## config.mk

```make
export PLATFORM = sky130hd
export DESIGN_NAME = instr_fetch_unit
export DESIGN_NICKNAME = d
export VERILOG_FILES = /design/src/rtl/simple_processor_pkg.sv /design/src/rtl/instr_fetch_unit.sv
export SDC_FILE = /design/constraint.sdc
export NUM_CORES = 1
export LEC_CHECK = 0
export CAP_MARGIN = 20
export CORE_MARGIN = 2
export CORE_UTILIZATION = 40
export CTS_CLUSTER_DIAMETER = 200
export DETAILED_ROUTE_END_ITERATION = 10
export PLACE_DENSITY = 0.65
export SLEW_MARGIN = 20
export SYNTH_ARGS = -nofsm -noshare
export SYNTH_HDL_FRONTEND = slang
export SYNTH_SLANG_ARGS = --single-unit
```

## constraint.sdc

```tcl
create_clock -name clk_i -period 3.3 [get_ports clk_i]
set_input_delay 0.66 -clock clk_i [delete_from_list [all_inputs] [get_ports clk_i]]
set_output_delay 0.66 -clock clk_i [all_outputs]
set_load 0.1 [all_outputs]
```

## src/rtl/simple_processor_pkg.sv

```systemverilog
// Shared widths for the simple processor front end.
package simple_processor_pkg;

  localparam int unsigned ADDR_WIDTH = 16;
  localparam int unsigned DATA_WIDTH = 16;

endpackage

```

## src/rtl/instr_fetch_unit.sv

```systemverilog
// Instruction fetch unit: sequential PC, imem request handshake, instruction FIFO, redirect handling.
// Optional wait-cycle counter built when FETCH_STALL_CNT_EN is defined.
module instr_fetch_unit #(
  parameter int unsigned ADDR_WIDTH = simple_processor_pkg::ADDR_WIDTH,
  parameter int unsigned DATA_WIDTH = simple_processor_pkg::DATA_WIDTH,
  parameter int unsigned FIFO_DEPTH = 4
) (
  input  logic                  clk_i,
  input  logic                  arst_ni,
  input  logic [ADDR_WIDTH-1:0] boot_addr_i,
  input  logic                  redirect_i,
  input  logic [ADDR_WIDTH-1:0] redirect_addr_i,
  output logic                  imem_req_o,
  output logic [ADDR_WIDTH-1:0] imem_addr_o,
  input  logic [DATA_WIDTH-1:0] imem_rdata_i,
  input  logic                  imem_ack_i,
  output logic                  instr_valid_o,
  output logic [DATA_WIDTH-1:0] instr_o,
  output logic [ADDR_WIDTH-1:0] instr_pc_o,
  input  logic                  instr_ready_i,
  output logic [31:0]           stall_cnt_o
);

  localparam int unsigned AW    = ADDR_WIDTH;
  localparam int unsigned DW    = DATA_WIDTH;
  localparam int unsigned EW    = AW + DW;
  localparam int unsigned PTR_W = $clog2(FIFO_DEPTH);
  localparam int unsigned CNT_W = PTR_W + 1;

  typedef enum logic [1:0] {ST_BOOT, ST_FETCH, ST_HOLD, ST_DRAIN} state_e;

  state_e           state_q, state_d;
  logic [AW-1:0]    pc_q, pc_d;
  logic [AW-1:0]    tgt_q, tgt_d;
  logic             req_q, req_d;
  logic             valid_q;
  logic [EW-1:0]    mem_q [FIFO_DEPTH];
  logic [PTR_W-1:0] wr_ptr_q, rd_ptr_q;
  logic [CNT_W-1:0] cnt_q, cnt_d;
  logic [AW-1:0]    target_c;
  logic             push_c, pop_c;
  logic [EW-1:0]    head_c;

  assign target_c = redirect_addr_i & ~AW'(1);
  assign push_c   = (state_q == ST_FETCH) && imem_ack_i && !redirect_i;
  assign pop_c    = valid_q && instr_ready_i && !redirect_i;
  assign cnt_d    = redirect_i ? '0 : (cnt_q + CNT_W'(push_c) - CNT_W'(pop_c));

  // Next state, PC and pending redirect target
  always_comb begin
    state_d = state_q;
    pc_d    = pc_q;
    tgt_d   = tgt_q;
    unique case (state_q)
      ST_BOOT: begin
        pc_d    = redirect_i ? target_c : boot_addr_i;
        state_d = ST_FETCH;
      end
      ST_FETCH: begin
        if (redirect_i) begin
          if (imem_ack_i) begin
            pc_d = target_c;
          end else begin
            tgt_d   = target_c;
            state_d = ST_DRAIN;
          end
        end else if (imem_ack_i) begin
          pc_d = pc_q + AW'(2);
          if (cnt_d == CNT_W'(FIFO_DEPTH)) state_d = ST_HOLD;
        end
      end
      ST_HOLD: begin
        if (redirect_i) begin
          pc_d    = target_c;
          state_d = ST_FETCH;
        end else if (cnt_d < CNT_W'(FIFO_DEPTH)) begin
          state_d = ST_FETCH;
        end
      end
      ST_DRAIN: begin
        if (redirect_i) tgt_d = target_c;
        // The outstanding request completes; its data is dropped
        if (imem_ack_i) begin
          pc_d    = redirect_i ? target_c : tgt_q;
          state_d = ST_FETCH;
        end
      end
      default: state_d = ST_BOOT;
    endcase
    req_d = (state_d == ST_FETCH) || (state_d == ST_DRAIN);
  end

  always_ff @(posedge clk_i or negedge arst_ni) begin
    if (!arst_ni) begin
      state_q <= ST_BOOT;
      pc_q    <= '0;
      tgt_q   <= '0;
      req_q   <= 1'b0;
    end else begin
      state_q <= state_d;
      pc_q    <= pc_d;
      tgt_q   <= tgt_d;
      req_q   <= req_d;
    end
  end

  // Instruction FIFO; redirect flushes it on the same edge
  always_ff @(posedge clk_i or negedge arst_ni) begin
    if (!arst_ni) begin
      for (int i = 0; i < int'(FIFO_DEPTH); i++) mem_q[i] <= '0;
      wr_ptr_q <= '0;
      rd_ptr_q <= '0;
      cnt_q    <= '0;
      valid_q  <= 1'b0;
    end else begin
      if (redirect_i) begin
        wr_ptr_q <= '0;
        rd_ptr_q <= '0;
      end else begin
        if (push_c) begin
          mem_q[wr_ptr_q] <= {imem_rdata_i, pc_q};
          wr_ptr_q        <= wr_ptr_q + PTR_W'(1);
        end
        if (pop_c) rd_ptr_q <= rd_ptr_q + PTR_W'(1);
      end
      cnt_q   <= cnt_d;
      valid_q <= (cnt_d != '0);
    end
  end

  assign head_c        = mem_q[rd_ptr_q];
  assign imem_req_o    = req_q;
  assign imem_addr_o   = pc_q;
  assign instr_valid_o = valid_q;
  assign instr_o       = head_c[AW +: DW];
  assign instr_pc_o    = head_c[AW-1:0];

`ifdef FETCH_STALL_CNT_EN
  logic [31:0] stall_cnt_q;

  // Counts cycles a request waits for its ack, saturating
  always_ff @(posedge clk_i or negedge arst_ni) begin
    if (!arst_ni) begin
      stall_cnt_q <= '0;
    end else if (req_q && !imem_ack_i && (stall_cnt_q != '1)) begin
      stall_cnt_q <= stall_cnt_q + 32'd1;
    end
  end

  assign stall_cnt_o = stall_cnt_q;
`else
  assign stall_cnt_o = '0;
`endif

endmodule

```

==> metrics.csv <==
stage,metric,value,unit
routing,Post-route DRC,0,
logic_synthesis,"EDFF count, synth",0,
clocking,CTS tree,built,
clocking,CTS resizes,0,
logic_synthesis,Yosys reg bits,171,
routing,Post-Route WL,20.3,mm
power_and_ir_drop,Max VDD drop,474,uV
outcome,status,completed,
routing,Vias,5794,
logic_synthesis,post-synthesis xor/xnor area fraction,0.876,%
power_and_ir_drop,leakage,0.00464,uW
critical_path,Worst Setup Path Type,register to output pin,
die,core area,21200,um^2
power_and_ir_drop,Pwr Density,972,nW/um^2
clocking,CTS H-tree depth,4,
place,post-place setup slack,0.108,ns
critical_path,Critical Path RT,2.64,ns
logic_synthesis,ys async rst share,100,%
critical_path,r2r endpoint,state_q[1]$_DFF_PN0_,
critical_path,Startpoint Class,register,
place,Placed Cells,1019,
logic_synthesis,Main synth FF type,dfrtp_1,
logic_synthesis,"Seq/Total Area, Yosys",49.1,%
sta,Final Hold Fails,0,
routing,Routed Antenna Nets,0,
logic_synthesis,top cell type's share of synthesized area,49.1,%
logic_synthesis,Syn Area/Cell,12.8,um^2
sta,setup_tns,0,ns
sta,Tcrit/Tclk final,87.1,%
routing,router iterations before antenna repair,5,
power_and_ir_drop,Final Power,10100,uW
clocking,clk buf depth,2,
die,Cell Rows,53,
critical_path,CP max FO,24,
logic_synthesis,Netlist cell types,70,
clocking,cts-stage hold buffer count,0,
worst_hold_path,Worst Hold Class,input pin to async pin,
critical_path,FF-to-FF setup slack,0.88,ns
logic_synthesis,Synth Area in Compound Gates,7.97,%
die,die area,23000,um^2
routing,routed wire length per instance,19.3,um
logic_synthesis,ranking of synthesized cells by area,"dfrtp_1, mux2_2, mux4_2, buf_4, mux2_1",
sta,crit path time final,2.87,ns
clocking,clk sinks,171,
sta,Fmax achieved,348,MHz
place,HPWL Detailed,13.8,mm
logic_synthesis,Synth Area in Adders,1.24,%
routing,First DRT Iteration DRCs,270,
sta,worst rel slew slack,58.6,%
sta,RSZ-0062 raised after global routing,no,
clocking,CTS Buf Count,17,
die,Boundary Pins,135,
logic_synthesis,largest family of logic cells by synthesized area,multiplexers,
logic_synthesis,Post-Synth Simple-Gate Area,7.44,%
logic_synthesis,Synth area leader,dfrtp_1,
finish,final layout net count,824,
die,chip width,152,um
place,PortBufs,101,
die,initial core utilization,41.0,%
global_routing,vias in the first global route,6089,
die,Die H,152,um
run,Max Cap Violations,0,
finish,final cell count without fillers,1051,
critical_path,worst r2r path cells,11,
logic_synthesis,post-synthesis mux area share,27.1,%
finish,share of cells above drive strength 1,34.4,%
finish,final core utilization,49.0,%
global_routing,gr usage total,18.7,%
sta,"Setup violations, final",0,
global_routing,gr ovfl total,0,
global_routing,first-pass GRT wire length,32.8,mm
sta,Slew @ Worst Pin,0.621,ns
sta,Final WS setup,0.427,ns
logic_synthesis,Mapped Area,8710,um^2
sta,clk_skew,0.0118,ns
finish,area delta synth->final,19.4,%
clocking,clk root buf,clkbuf_16,
routing,routed vias/inst,5.51,
global_routing,initial antenna violation count,0,
logic_synthesis,Post-Syn Instances,679,
global_routing,largest net degree at the start of global routing,67,
logic_synthesis,synth warn,0,
critical_path,CP endpoint kind,output pin,
clocking,setup bufs post-CTS,0,
sta,pins over their slew limit,0,
place,Final GP Congestion,0.840,
clocking,clk slew on worst S/H paths,0.07,ns
finish,# diodes,0,
critical_path,reg2reg start,state_q[1]$_DFF_PN0_,
clocking,worst-skew pair later-pin latency,0.43,ns
critical_path,crit path DAT,2.21,ns
power by group:
| part | internal [uW] | switching [uW] |
|---|---|---|
| registers | 2780 | 521 |
| logic | 1420 | 3190 |
| clock network | 1310 | 894 |
per-layer routing:
metal | global-route usage (%) | wire length [um]
met1 | 24.8 | 8750
met2 | 31.7 | 10200
met3 | 3.11 | 1050
met4 | 5.60 | 289
met5 | 0 | 0
worst max path at each step:
stage | startpoint | to | slack (ns) | depth (start not counted)
detailed placement | imem_ack_i | state_q[1]$_DFF_PN0_ | 0.11 | 12
CTS | rd_ptr_q[0]$_DFFE_PN0P_ | instr_pc_o[4] | 0.38 | 3
floorplan | redirect_i | state_q[1]$_DFF_PN0_ | 0.27 | 12
global placement | imem_ack_i | state_q[1]$_DFF_PN0_ | 0.22 | 12
global route | rd_ptr_q[0]$_DFFE_PN0P_ | instr_pc_o[4] | 0.32 | 3
finish | rd_ptr_q[0]$_DFFE_PN0P_ | instr_pc_o[4] | 0.43 | 3
registers in the layout, indices dropped and copies added (netlist names):
name / cells
mem_q: 128
tgt_q: 16
imem_req_o: 1
imem_addr_o: 16
state_q: 2
wr_ptr_q: 2
rd_ptr_q: 2
instr_valid_o: 1
cnt_q: 3
critical path, cell delays in order, from the launching register on:
cell	delay (ns)
dfrtp_2	0.65
buf_12	0.30
mux4_2	0.58
buf_4	0.26
cell usage after synthesis, types with 3 or more instances:
cell and count:
nand3b_1 5, o2bb2ai_1 4, o221ai_1 7, xor2_1 4, nor2b_1 11, mux2i_1 3
nor3_1 4, clkbuf_1 9, mux4_2 32, o2111ai_1 3, nor4_1 5, nand3_1 9
dfrtp_1 171, a21oi_1 22, a221oi_1 5, o22ai_1 3, buf_1 4, mux2_1 22
nand2_1 28, o21ai_0 15, a22o_1 3, nand4_1 3, a221o_1 3, a21o_1 5
mux2_2 121, inv_1 13, nand2b_1 10, buf_4 33, buf_2 34, or3_1 4
o31ai_1 6, nor2_1 25, ha_1 7
logic make-up (layout without fill, tap and decap cells):
| group | after synthesis | count (layout) |
|---|---|---|
| compound gates | 98 | 98 |
| xor+xnor | 7 | 7 |
| fa+ha+maj | 8 | 8 |
| buf+inv | 97 | 163 |
| flops | 171 | 171 |
| mux | 178 | 178 |
| other cells | 1 | 32 |
| simple gates | 119 | 119 |
metrics by stage:
stage,hold slack (ns),area [um^2]
3_3_place_gp,0.468,9760
3_5_place_dp,0.479,9760
2_1_floorplan,0.364,8830
4_1_cts,0.199,10400
5_1_grt,0.212,10400
6_report,0.182,10400
layout make-up:
cell class,instances,area (um^2)
clock buffers,18,439
clock inverters,14,208
fillers,1869,10800
inverters,15,56.3
multi-input cells,442,4020
flip-flops and latches,171,4280
well taps,275,344
repair buffers,116,1060
cell usage in the layout (no fill, tap or decap), types with 6 or more instances in the layout:
cell type and instances:
a21oi_1 22, buf_4 60, clkbuf_16 17, clkdlybuf4s50_1 49, conb_1 32, dfrtp_1 170
ha_1 7, inv_1 13, mux2_1 22, mux2_2 121, mux4_2 32, nand2_1 24
nand2b_1 10, nand3_1 9, nor2_1 25, nor2b_1 11, o21ai_0 15, o221ai_1 7
o31ai_1 6
No activity file was read; power rests on OpenSTA's default activity.
==> RTL edit 1: new RTL, same settings <==
The parameter `FIFO_DEPTH` goes from 4 to 16.
--- a/src/rtl/instr_fetch_unit.sv
+++ b/src/rtl/instr_fetch_unit.sv
@@ -5,3 +5,3 @@
   parameter int unsigned DATA_WIDTH = simple_processor_pkg::DATA_WIDTH,
-  parameter int unsigned FIFO_DEPTH = 4
+  parameter int unsigned FIFO_DEPTH = 16
 ) (
Formal check against the unedited RTL: same outputs for any inputs over 4 cycles, from zero or initial values and one cycle with arst_ni low; that may be too few to reach the edited logic, so the function may still have changed.
==> RTL edit 1 against the original RTL <==
Combinational power grew 96%; sequential cell count grew 389; design area grew to 3.1 times the old value; sequential share of layout area grew 2.6 points; synthesized area grew to 3.1 times the old value; wire length grew to 3.5 times the old value; setup slack lost 0.42 ns; cell count grew to 2.8 times the old value; utilization shrank 0.44 points; total power grew 140%; highest routed layer is now met5.
==> RTL edit 1: results (changes against the original RTL) <==
* Pre-CTS setup slack at -0.2258 ns (-0.3337 ns)
* Initial antenna violation count at 1 (+1)
* Detailed-routing wirelength on met1 at 30,930 um (+250%)
* Routability congestion estimate at 0.8332 (-0.75%)
* DR vias at 16,692 (+190%)
* Synth Instances at 1,962 (+190%)
* Grt met2 use at 34.01% (+2.3 points)
* First-pass GRT wire length at 107,600 um (+230%)
* Met2 WL at 34,800 um (+240%)
* Seq group at 8.54 mW (+160%)
* Num CTS Buffers at 57 (+40)
* Largest net degree at the start of global routing at 83 (+24%)
* Worst path top cell family by delay: buffers and inverters
* VDD IR max at 0.8972 mV (+89%)
* Net Sw Power at 9.149 mW (+99%)
* Post-synth top cells: dfrtp_1 (560), mux2_2 (410), mux2_1 (118)
* Initial DRT Pass Iterations at 6 (+1)
* Final cell count without fillers at 2,965 (+180%)
* Clock latency on the worst-skew pair at 0.63 ns (+0.20 ns)
* Cts repair resizes at 44 (+44)
* Sequential cell area fraction in the yosys report at 52.39% (+3.3 points)
* Yosys cell types at 61 (-13%)
* WL final at 70,190 um (+250%)
* Placed inst area at 29,210 um2 (+200%)
* Crit-path max FO at 6 (-75%)
* Outcome: complete, no violations
* GR Layer Usage met3 at 3.092% (-0.022 points)
* Gr usage total at 20.02% (+1.3 points)
* Slew headroom at 43.05% (-16 points)
* Nets@finish at 2,121 (+160%)
* Clock buffer depth at 3 (+1)
* DR iter-0 viols at 1,168 (+330%)
* Worst path slowest cell: dfrtp_4
* Placed insts at 2,833 (+180%)
* Top routing layer in use: met5
* Number of global-route vias before repair at 17,724 (+190%)
* Met3 routed WL at 2980 um (+180%)
-- RTL edit 1: cell count changes in the layout (fill, tap and decap cells not counted), moves of 56 or more --
cell and change:
mux2i_1 +97, dfrtp_1 +385, mux2_2 +289, o21ai_0 +56
buf_12 +60, mux2_1 +96
-- RTL edit 1: worst register-to-register path, stage by stage, from the launching register on --
cell,delay (ns)
dfrtp_1,0.41
nor3_4,0.21
nand2_1,0.08
ha_1,0.29
inv_1,0.06
ha_1,0.15
inv_1,0.05
fa_1,0.41
xnor2_2,0.23
buf_4,0.15
a2111oi_4,0.04
a211oi_2,0.21
nor3_1,0.09
or3_1,0.36
-- RTL edit 1: cell families (layout without fill, tap and decap cells) --
kind of cell | count (synthesis) | count (layout) | synth area share [%]
adders and majority gates | 12 | 12 | 0.5894
AOI/OAI and AO/OA | 262 | 262 | 6.250
muxes | 725 | 725 | 33.16
xor gates and xnor gates | 11 | 11 | 0.3602
other | 1 | 32 | 0.01402
buffers and inverters | 219 | 327 | 4.037
DFF | 560 | 560 | 52.39
and+or+nand+nor | 172 | 172 | 3.204
-- RTL edit 1: area by class of cell --
cell class,count,area [um2]
clock buffer,82,1703
clock inverter,22,254.0
fill,5593,33930
inverter,18,67.56
multi-input combinational,1214,12100
sequential,560,14020
tap,864,1081
timing repair buffer,205,2823
-- RTL edit 1: path summary, 6_finish.rpt --
kind,end,from,slack [ns],depth (start not counted)
min in group clk_i,mem_q[36],mem_q[36],0.49,1
min,mem_q[255],arst_ni,0.07,1
max in group asynchronous,mem_q[422],arst_ni,2.33,2
max reg2reg,state_q[1],state_q[1],0.42,13
min reg2reg,mem_q[36],mem_q[36],0.49,1
max,instr_pc_o[10],rd_ptr_q[0],0.01,8
==> RTL edit 2: new RTL, same settings <==
Without the edit above. `pc_q` no longer has a reset.
--- a/src/rtl/instr_fetch_unit.sv
+++ b/src/rtl/instr_fetch_unit.sv
@@ -95,3 +95,2 @@
       state_q <= ST_BOOT;
-      pc_q    <= '0;
       tgt_q   <= '0;
@@ -100,3 +99,2 @@
       state_q <= state_d;
-      pc_q    <= pc_d;
       tgt_q   <= tgt_d;
@@ -104,2 +102,6 @@
     end
+  end
+
+  always_ff @(posedge clk_i) begin
+    pc_q <= pc_d;
   end
Behaviour: not the same (Yosys sat finds a counterexample within 4 cycles, from zero or initial values and one cycle with arst_ni low).
==> RTL edit 2 against the original RTL <==
Wire length down 3.6%; total power up 5.5%; first-iteration DRC count up 18%; count of clock-buffer cells in the layout up 6; sequential cell count unchanged; synthesized area up 1.7%; setup slack worse by 0.0099 ns; design area up 4.5%; via count down 11%.
==> RTL edit 2: results (changes against the original RTL) <==
* Yosys cell types at 49 (-30%)
* Outcome: complete, no violations
* Post-Syn Area per Cell at 15.14 um2 (+18%)
* Met1 usage at 23.40% (-1.4 points)
* Ratio of cells with drive above 1 in the final layout at 39.91% (+5.5 points)
* Placed inst area at 10,320 um2 (+5.8%)
* Worst Setup EP: imem_req_o
* Actual slew at the worst max-slew pin at 0.6292 ns (+0.008697 ns)
* Gr usage total at 17.51% (-1.2 points)
* Placed insts at 944 (-7.4%)
* FF-to-FF path depth at 9 (-2)
* DR iter-0 viols at 318 (+18%)
* WL final at 19,580 um (-3.6%)
* Initial DRT Pass Iterations at 7 (+2)
* First-pass GRT wire length at 32,350 um (-1.2%)
* VDD IR max at 0.4521 mV (-4.7%)
* Final cell count without fillers at 974 (-7.3%)
* Net Sw Power at 4.399 mW (-4.4%)
* Nets@finish at 744 (-9.7%)
* Clock Skew at 0.007079 ns (-0.004686 ns)
* Largest net degree at the start of global routing at 68 (+1.5%)
* Hold slack at 0.2265 ns (+0.04493 ns)
* Post-synth top cells: dfrtp_1 (155), mux2_4 (120), buf_4 (33)
* Asr flop ratio synth at 90.64% (-9.4 points)
* Routability congestion estimate at 0.8317 (-0.93%)
* Static Leak at 5.023 nW (+8.2%)
RTL edit 2: cell types whose count changed after synthesis, moves of 16 or more:
cell	delta
buf_2	-25
mux2_2	-97
dfrtp_1	-16
mux2_4	+120
mux2_1	-22
nand2_1	-18
a21oi_1	-17
edfxtp_1	+16
RTL edit 2: critical path, cell delays in order:
cell	delay [ns]
clkdlybuf4s50_1	0.50
nor3b_4	0.23
nand2_1	0.10
ha_1	0.28
inv_1	0.04
ha_1	0.19
fa_1	0.38
xor3_1	0.39
nor2_1	0.23
o21ai_0	0.16
RTL edit 2: metrics by stage:
stage	setup slack (ns)	power, mW	utilization, %	setup TNS, ns
floorplan	0.1921	7.146	-	0
global placement	0.08042	8.661	47.44	0
detailed placement	-0.03099	8.825	47.44	-0.06911
CTS	0.3816	10.77	49.99	0
global route	0.1868	11.11	49.99	0
finish	0.4173	10.67	49.99	0
RTL edit 2: cell type report:
cell class                 instances  area, um2  share of cell area, %
multi-input combinational        364       4074                  37.46
tap                              280      350.3                  3.221
sequential                       171       4360                  40.09
clock buffer                      24      494.2                  4.544
timing repair buffer             119       1498                  13.77
clock inverter                     6      61.31                 0.5637
inverter                          10      37.54                 0.3451
RTL edit 2: cells by family (layout without fill, tap and decap cells):
family	count (synthesis)	after routing	synth area share, %
muxes	181	181	32.10
DFF	171	171	49.22
buffers and inverters	81	159	6.089
and+or+nand+nor	67	67	4.691
AOI/OAI and AO/OA	63	63	5.185
xor gates and xnor gates	13	13	1.455
adders and majority gates	8	8	1.215
other	1	32	0.04234
RTL edit 2: layer usage:
metal  vias up  wire length [um]  part of all wire (%)
met3        13               823                   4.2
met1      2712              8616                    44
met2       139              9965                    51
met5         -                 0                     0
met4         0               177                  0.90
li1       2304                 -                     -
